==> src/rtl/if_stage_pkg.sv <==
// Shared fetch/decode definitions: bubble instruction, fetch FSM states,
// branch opcode constants and the PC increment helper.
package if_stage_pkg;

  localparam logic [0:31] NOP_INSTR_DEF = 32'h5400_0000;
  localparam logic [0:5]  OPC_NOP       = 6'h15;
  localparam logic [0:5]  OPC_BEQZ      = 6'h04;
  localparam logic [0:5]  OPC_BNEZ      = 6'h05;

  typedef enum logic [1:0] {
    S_REQ  = 2'd0,
    S_HOLD = 2'd1,
    S_DROP = 2'd2
  } if_state_t;

  // Wraps silently from 32'hFFFF_FFFC to zero.
  function automatic logic [0:31] pc_inc(input logic [0:31] a);
    return a + 32'd4;
  endfunction

endpackage

==> src/rtl/if_stage.sv <==
// Instruction-fetch stage: PC, imem req/ack handshake and the IF/ID register,
// with stall hold, redirect handling and NOP bubble insertion.
module if_stage
  import if_stage_pkg::*;
#(
  parameter logic [0:31] RESET_PC  = 32'h0000_0000,
  parameter logic [0:31] NOP_INSTR = NOP_INSTR_DEF
) (
  input  logic        clk,
  input  logic        reset,
  input  logic        Stall_ID,
  input  logic        redirect,
  input  logic [0:31] redirect_pc,
  output logic        imem_req,
  output logic [0:31] imem_addr,
  input  logic [0:31] imem_rdata,
  input  logic        imem_ack,
  output logic [0:31] instruction,
  output logic [0:31] if_id_pc_plus4,
  output logic        if_id_valid
);

  if_state_t   state_q, state_d;
  logic [0:31] pc_q, pc_d;
  logic [0:31] fetch_addr_q, fetch_addr_d;
  logic [0:31] hold_buf_q, hold_buf_d;
  logic [0:31] instr_q, instr_d;
  logic [0:31] pc4_q, pc4_d;
  logic        valid_q, valid_d;
  logic [0:31] target;
  logic [0:31] fetch_next;

  assign target     = redirect_pc & 32'hFFFF_FFFC;
  assign fetch_next = pc_inc(fetch_addr_q);

  always_ff @(posedge clk) begin
    if (reset) begin
      state_q      <= S_REQ;
      pc_q         <= RESET_PC;
      fetch_addr_q <= RESET_PC;
      instr_q      <= NOP_INSTR;
      pc4_q        <= '0;
      valid_q      <= 1'b0;
    end else begin
      state_q      <= state_d;
      pc_q         <= pc_d;
      fetch_addr_q <= fetch_addr_d;
      instr_q      <= instr_d;
      pc4_q        <= pc4_d;
      valid_q      <= valid_d;
    end
  end

  always_ff @(posedge clk) begin
    hold_buf_q <= hold_buf_d;
  end

  // A pending handshake is never abandoned: redirect without ack parks in S_DROP.
  always_comb begin
    state_d = state_q;
    if (redirect) begin
      if ((state_q != S_HOLD) && !imem_ack) state_d = S_DROP;
      else                                  state_d = S_REQ;
    end else begin
      case (state_q)
        S_REQ:   if (imem_ack && Stall_ID) state_d = S_HOLD;
        S_HOLD:  if (!Stall_ID)            state_d = S_REQ;
        S_DROP:  if (imem_ack)             state_d = S_REQ;
        default: state_d = S_REQ;
      endcase
    end
  end

  always_comb begin
    pc_d         = pc_q;
    fetch_addr_d = fetch_addr_q;
    hold_buf_d   = hold_buf_q;
    instr_d      = instr_q;
    pc4_d        = pc4_q;
    valid_d      = valid_q;
    if (redirect) begin
      instr_d = NOP_INSTR;
      valid_d = 1'b0;
      pc_d    = target;
      if ((state_q == S_HOLD) || imem_ack) fetch_addr_d = target;
    end else begin
      case (state_q)
        S_REQ: begin
          if (imem_ack) begin
            if (!Stall_ID) begin
              instr_d      = imem_rdata;
              pc4_d        = fetch_next;
              valid_d      = 1'b1;
              pc_d         = fetch_next;
              fetch_addr_d = fetch_next;
            end else begin
              hold_buf_d = imem_rdata;
            end
          end else if (!Stall_ID) begin
            instr_d = NOP_INSTR;
            valid_d = 1'b0;
          end
        end
        S_HOLD: begin
          if (!Stall_ID) begin
            instr_d      = hold_buf_q;
            pc4_d        = fetch_next;
            valid_d      = 1'b1;
            pc_d         = fetch_next;
            fetch_addr_d = fetch_next;
          end
        end
        S_DROP: begin
          if (!Stall_ID) begin
            instr_d = NOP_INSTR;
            valid_d = 1'b0;
          end
          if (imem_ack) fetch_addr_d = pc_q;
        end
        default: ;
      endcase
    end
  end

  always_comb begin
    imem_req  = (state_q != S_HOLD);
    imem_addr = fetch_addr_q;
  end

  assign instruction    = instr_q;
  assign if_id_pc_plus4 = pc4_q;
  assign if_id_valid    = valid_q;

endmodule
==> config.mk <==
export PLATFORM = sky130hd
export DESIGN_NAME = if_stage
export DESIGN_NICKNAME = d
export VERILOG_FILES = /design/src/rtl/if_stage_pkg.sv /design/src/rtl/if_stage.sv
export SDC_FILE = /design/constraint.sdc
export NUM_CORES = 1
export LEC_CHECK = 0
export CORE_ASPECT_RATIO = 1.5
export CORE_MARGIN = 4
export CORE_UTILIZATION = 38
export DETAILED_ROUTE_END_ITERATION = 8
export PLACE_DENSITY = 0.62
export SYNTH_ARGS = -nofsm -noshare
export SYNTH_HDL_FRONTEND = slang
export SYNTH_SLANG_ARGS = --single-unit
==> constraint.sdc <==
create_clock -name clk -period 2.2 [get_ports clk]
set_input_delay 0.55 -clock clk [delete_from_list [all_inputs] [get_ports clk]]
set_output_delay 0.55 -clock clk [all_outputs]
set_load 0.05 [all_outputs]
==> results.sh <==
export IMPL_synth_top_cell_by_area="dfxtp_1"
export IMPL_cts_sinks=163
export IMPL_critical_path_max_stage_delay_ps=820
export IMPL_synth_top_cell_area_share=0.341
export IMPL_grt_pass1_wl_mm=39.9
export IMPL_hold_buffers=0
export IMPL_yosys_top_cells_area="dfxtp_1 (34%), edfxtp_1 (12%), nor2_1 (6.5%)"
export IMPL_drt_total_wl_mm=25.6
export IMPL_async_flop_share=0
export IMPL_diodes=0
export IMPL_drt_wirelength_per_cell_um=18.6
export IMPL_gr_total_overflow=0
export IMPL_layout_common_cells="nor2_1 (132), clkdlybuf4s50_1 (125), dfxtp_1 (117)"
export IMPL_relSlewSlack=0.637
export IMPL_synthFlopType="dfxtp_1"
export IMPL_cp_cell_sequence="clkdlybuf4s50_1"
export IMPL_clock_skew_ps=11.9
export IMPL_criticalPathCategory="flop to primary output"
export IMPL_final_util=0.542
export IMPL_startpoint="instruction[24]"
export IMPL_ff2ff_setup_slack_ps=100
export IMPL_status="complete, no violations"
export IMPL_htree_levels=4
export IMPL_irDropWorstVdd_v=0.000466
export IMPL_cts_buffers_inserted=17
export IMPL_hpwl_mm=18.9
export IMPL_required_ps=1650
export IMPL_synth_cells=893
export IMPL_cp_max_fo=2
export IMPL_leakage_nw=4.01
export IMPL_finalSetupViolations=0
export IMPL_grt_pass1_vias=7480
export IMPL_start_util=0.387
export IMPL_num_vias=7651
export IMPL_syn_to_final_growth_pct=40.1
export IMPL_yosysWarnings=0
export IMPL_syn_area_per_cell_um2=8.61
export IMPL_max_freq_ghz=0.464
export IMPL_crit_cells=1
export IMPL_critPathBufInv=1
export IMPL_die_y_um=182
export IMPL_insertion_delay_ps=420
export IMPL_drt_iter0_markers=526
export IMPL_synth_edff_count=32
export IMPL_tns_ps=0
export IMPL_drt_first_pass_iters=5
export IMPL_track_usage=0.226
export IMPL_critPathSlowestCell="clkdlybuf4s50_1"
export IMPL_syn_num_nets=967
export IMPL_cts_clk_slew_worst_paths_ps=60
export IMPL_drc=0
export IMPL_min_period_ps=2150
export IMPL_reg2reg_to="if_id_pc_plus4[19]"
export IMPL_fin_nets=1175
export IMPL_hold_violations=0
export IMPL_endpoint_kind="primary output"
export IMPL_crit_end="instruction[24]"
export IMPL_power_density_nw_per_um2=741
export IMPL_ff2ff_path_depth=9
export IMPL_cp_top_family="buffers and inverters"
export IMPL_antenna_left=0
export IMPL_die_area_um2=22600
export IMPL_core_um2=19900
export IMPL_final_common_cell="nor2_1"
export IMPL_hold_ws_ps=457
export IMPL_timing_rr_start="state_q[1]"
export IMPL_cp_start_kind="flop"
export IMPL_drv_cap=0
export IMPL_cp_arrival_ps=1600
export IMPL_tightest_slew_ps=543
export IMPL_finalCritPeriodShare=0.979
export IMPL_final_area_um2=10800
export IMPL_yosysUniqueCellTypes=71
export IMPL_hp_class="flop to flop"
export IMPL_clockRootBuffer="clkbuf_16"
export IMPL_vias_per_cell=5.57
export IMPL_dieWidth_um=124
export IMPL_gp_congestion=0.889
export IMPL_cts_max_path_buffers=2
export IMPL_cts_tree="done"
export IMPL_place_area_um2=10200
export IMPL_rows=63
export IMPL_io_pins=167
export IMPL_drive_gt1_frac=0.172
export IMPL_ys_seq_area_frac=0.466
export IMPL_syn_area_um2=7690
export IMPL_drv_slew=0
export IMPL_synth_seq_cells=163
export IMPL_grt_antenna_before_repair=1
export IMPL_grt_max_degree=33
export IMPL_io_buffers=164
## cell families after synthesis
| logic type | count (synthesis) | synth area share |
|---|---|---|
| compound gates | 294 | 0.250 |
| xor+xnor | 23 | 0.0262 |
| fa+ha+maj | 5 | 0.00814 |
| buf+inv | 89 | 0.0527 |
| flops | 163 | 0.466 |
| mux | 4 | 0.00521 |
| simple gates | 315 | 0.192 |
## worst min path at each step
stage                            start                  to  cells after the start
finish              if_id_pc_plus4[22]  if_id_pc_plus4[22]                      2
global placement    if_id_pc_plus4[28]  if_id_pc_plus4[28]                      2
CTS                              reset       imem_addr[20]                      2
detailed placement  if_id_pc_plus4[28]  if_id_pc_plus4[28]                      2
global route                     reset       imem_addr[25]                      2
floorplan                         flop                flop                      2
## sequential cells by signal (all words and copies together) (netlist names), named ones only
| register | count |
|---|---|
| hold_buf_q | 32 |
| if_id_pc_plus4 | 32 |
| imem_addr | 32 |
| instruction | 32 |
| pc_q | 30 |
| state_q | 2 |
## cell type report
type,count,area [µm²]
Multi-Input combinational cell,641,3720
Inverter,12,45.0
Clock inverter,12,153
Timing Repair Buffer,266,2490
Fill cell,1923,9090
Tap cell,260,325
Clock buffer,20,437
Sequential cell,163,3600
## metal layers
layer	vias to the layer above	part of all wire	GRT usage
met5	-	0.00051	0
li1	3680	-	-
met3	56	0.068	0.0530
met2	274	0.52	0.404
met1	3639	0.38	0.257
met4	2	0.028	0.0873
## timing repair
item,4_1_cts,5_1_grt
cloned,0,1
endpoints found under the setup margin,11,19
pin swaps,0,1
setup buffers,0,1
resized for setup,11,4
## cell usage after synthesis (all sizes together) (15+ instances only)
master	n
nand2	80
a22oi	56
nand3	15
dfxtp	131
nor3	18
o21ai	41
o22ai	15
edfxtp	32
a211oi	17
a21oi	90
xnor2	15
nor2	133
buf	22
clkbuf	54
## per-stage QoR
| stage | total power [mW] | instances | setup slack, ps |
|---|---|---|---|
| 2_1_floorplan | 4.31 | 893 | -7.53 |
| 3_5_place_dp | 5.01 | 1340 | -97.1 |
| 6_report | 7.98 | 1374 | 45.8 |
| 5_1_grt | 8.30 | 1374 | -12.4 |
| 3_3_place_gp | 5.00 | 1340 | -81.8 |
| 4_1_cts | 8.04 | 1372 | 21.2 |
## power breakdown
group / total, mW / internal [mW] / switching, mW
Combinational: 1.64 / 0.665 / 0.980
Sequential: 3.31 / 3.20 / 0.108
Clock: 3.03 / 1.79 / 1.24
Total: 7.98 / 5.66 / 2.33
No activity file was read; power rests on OpenSTA's default activity.
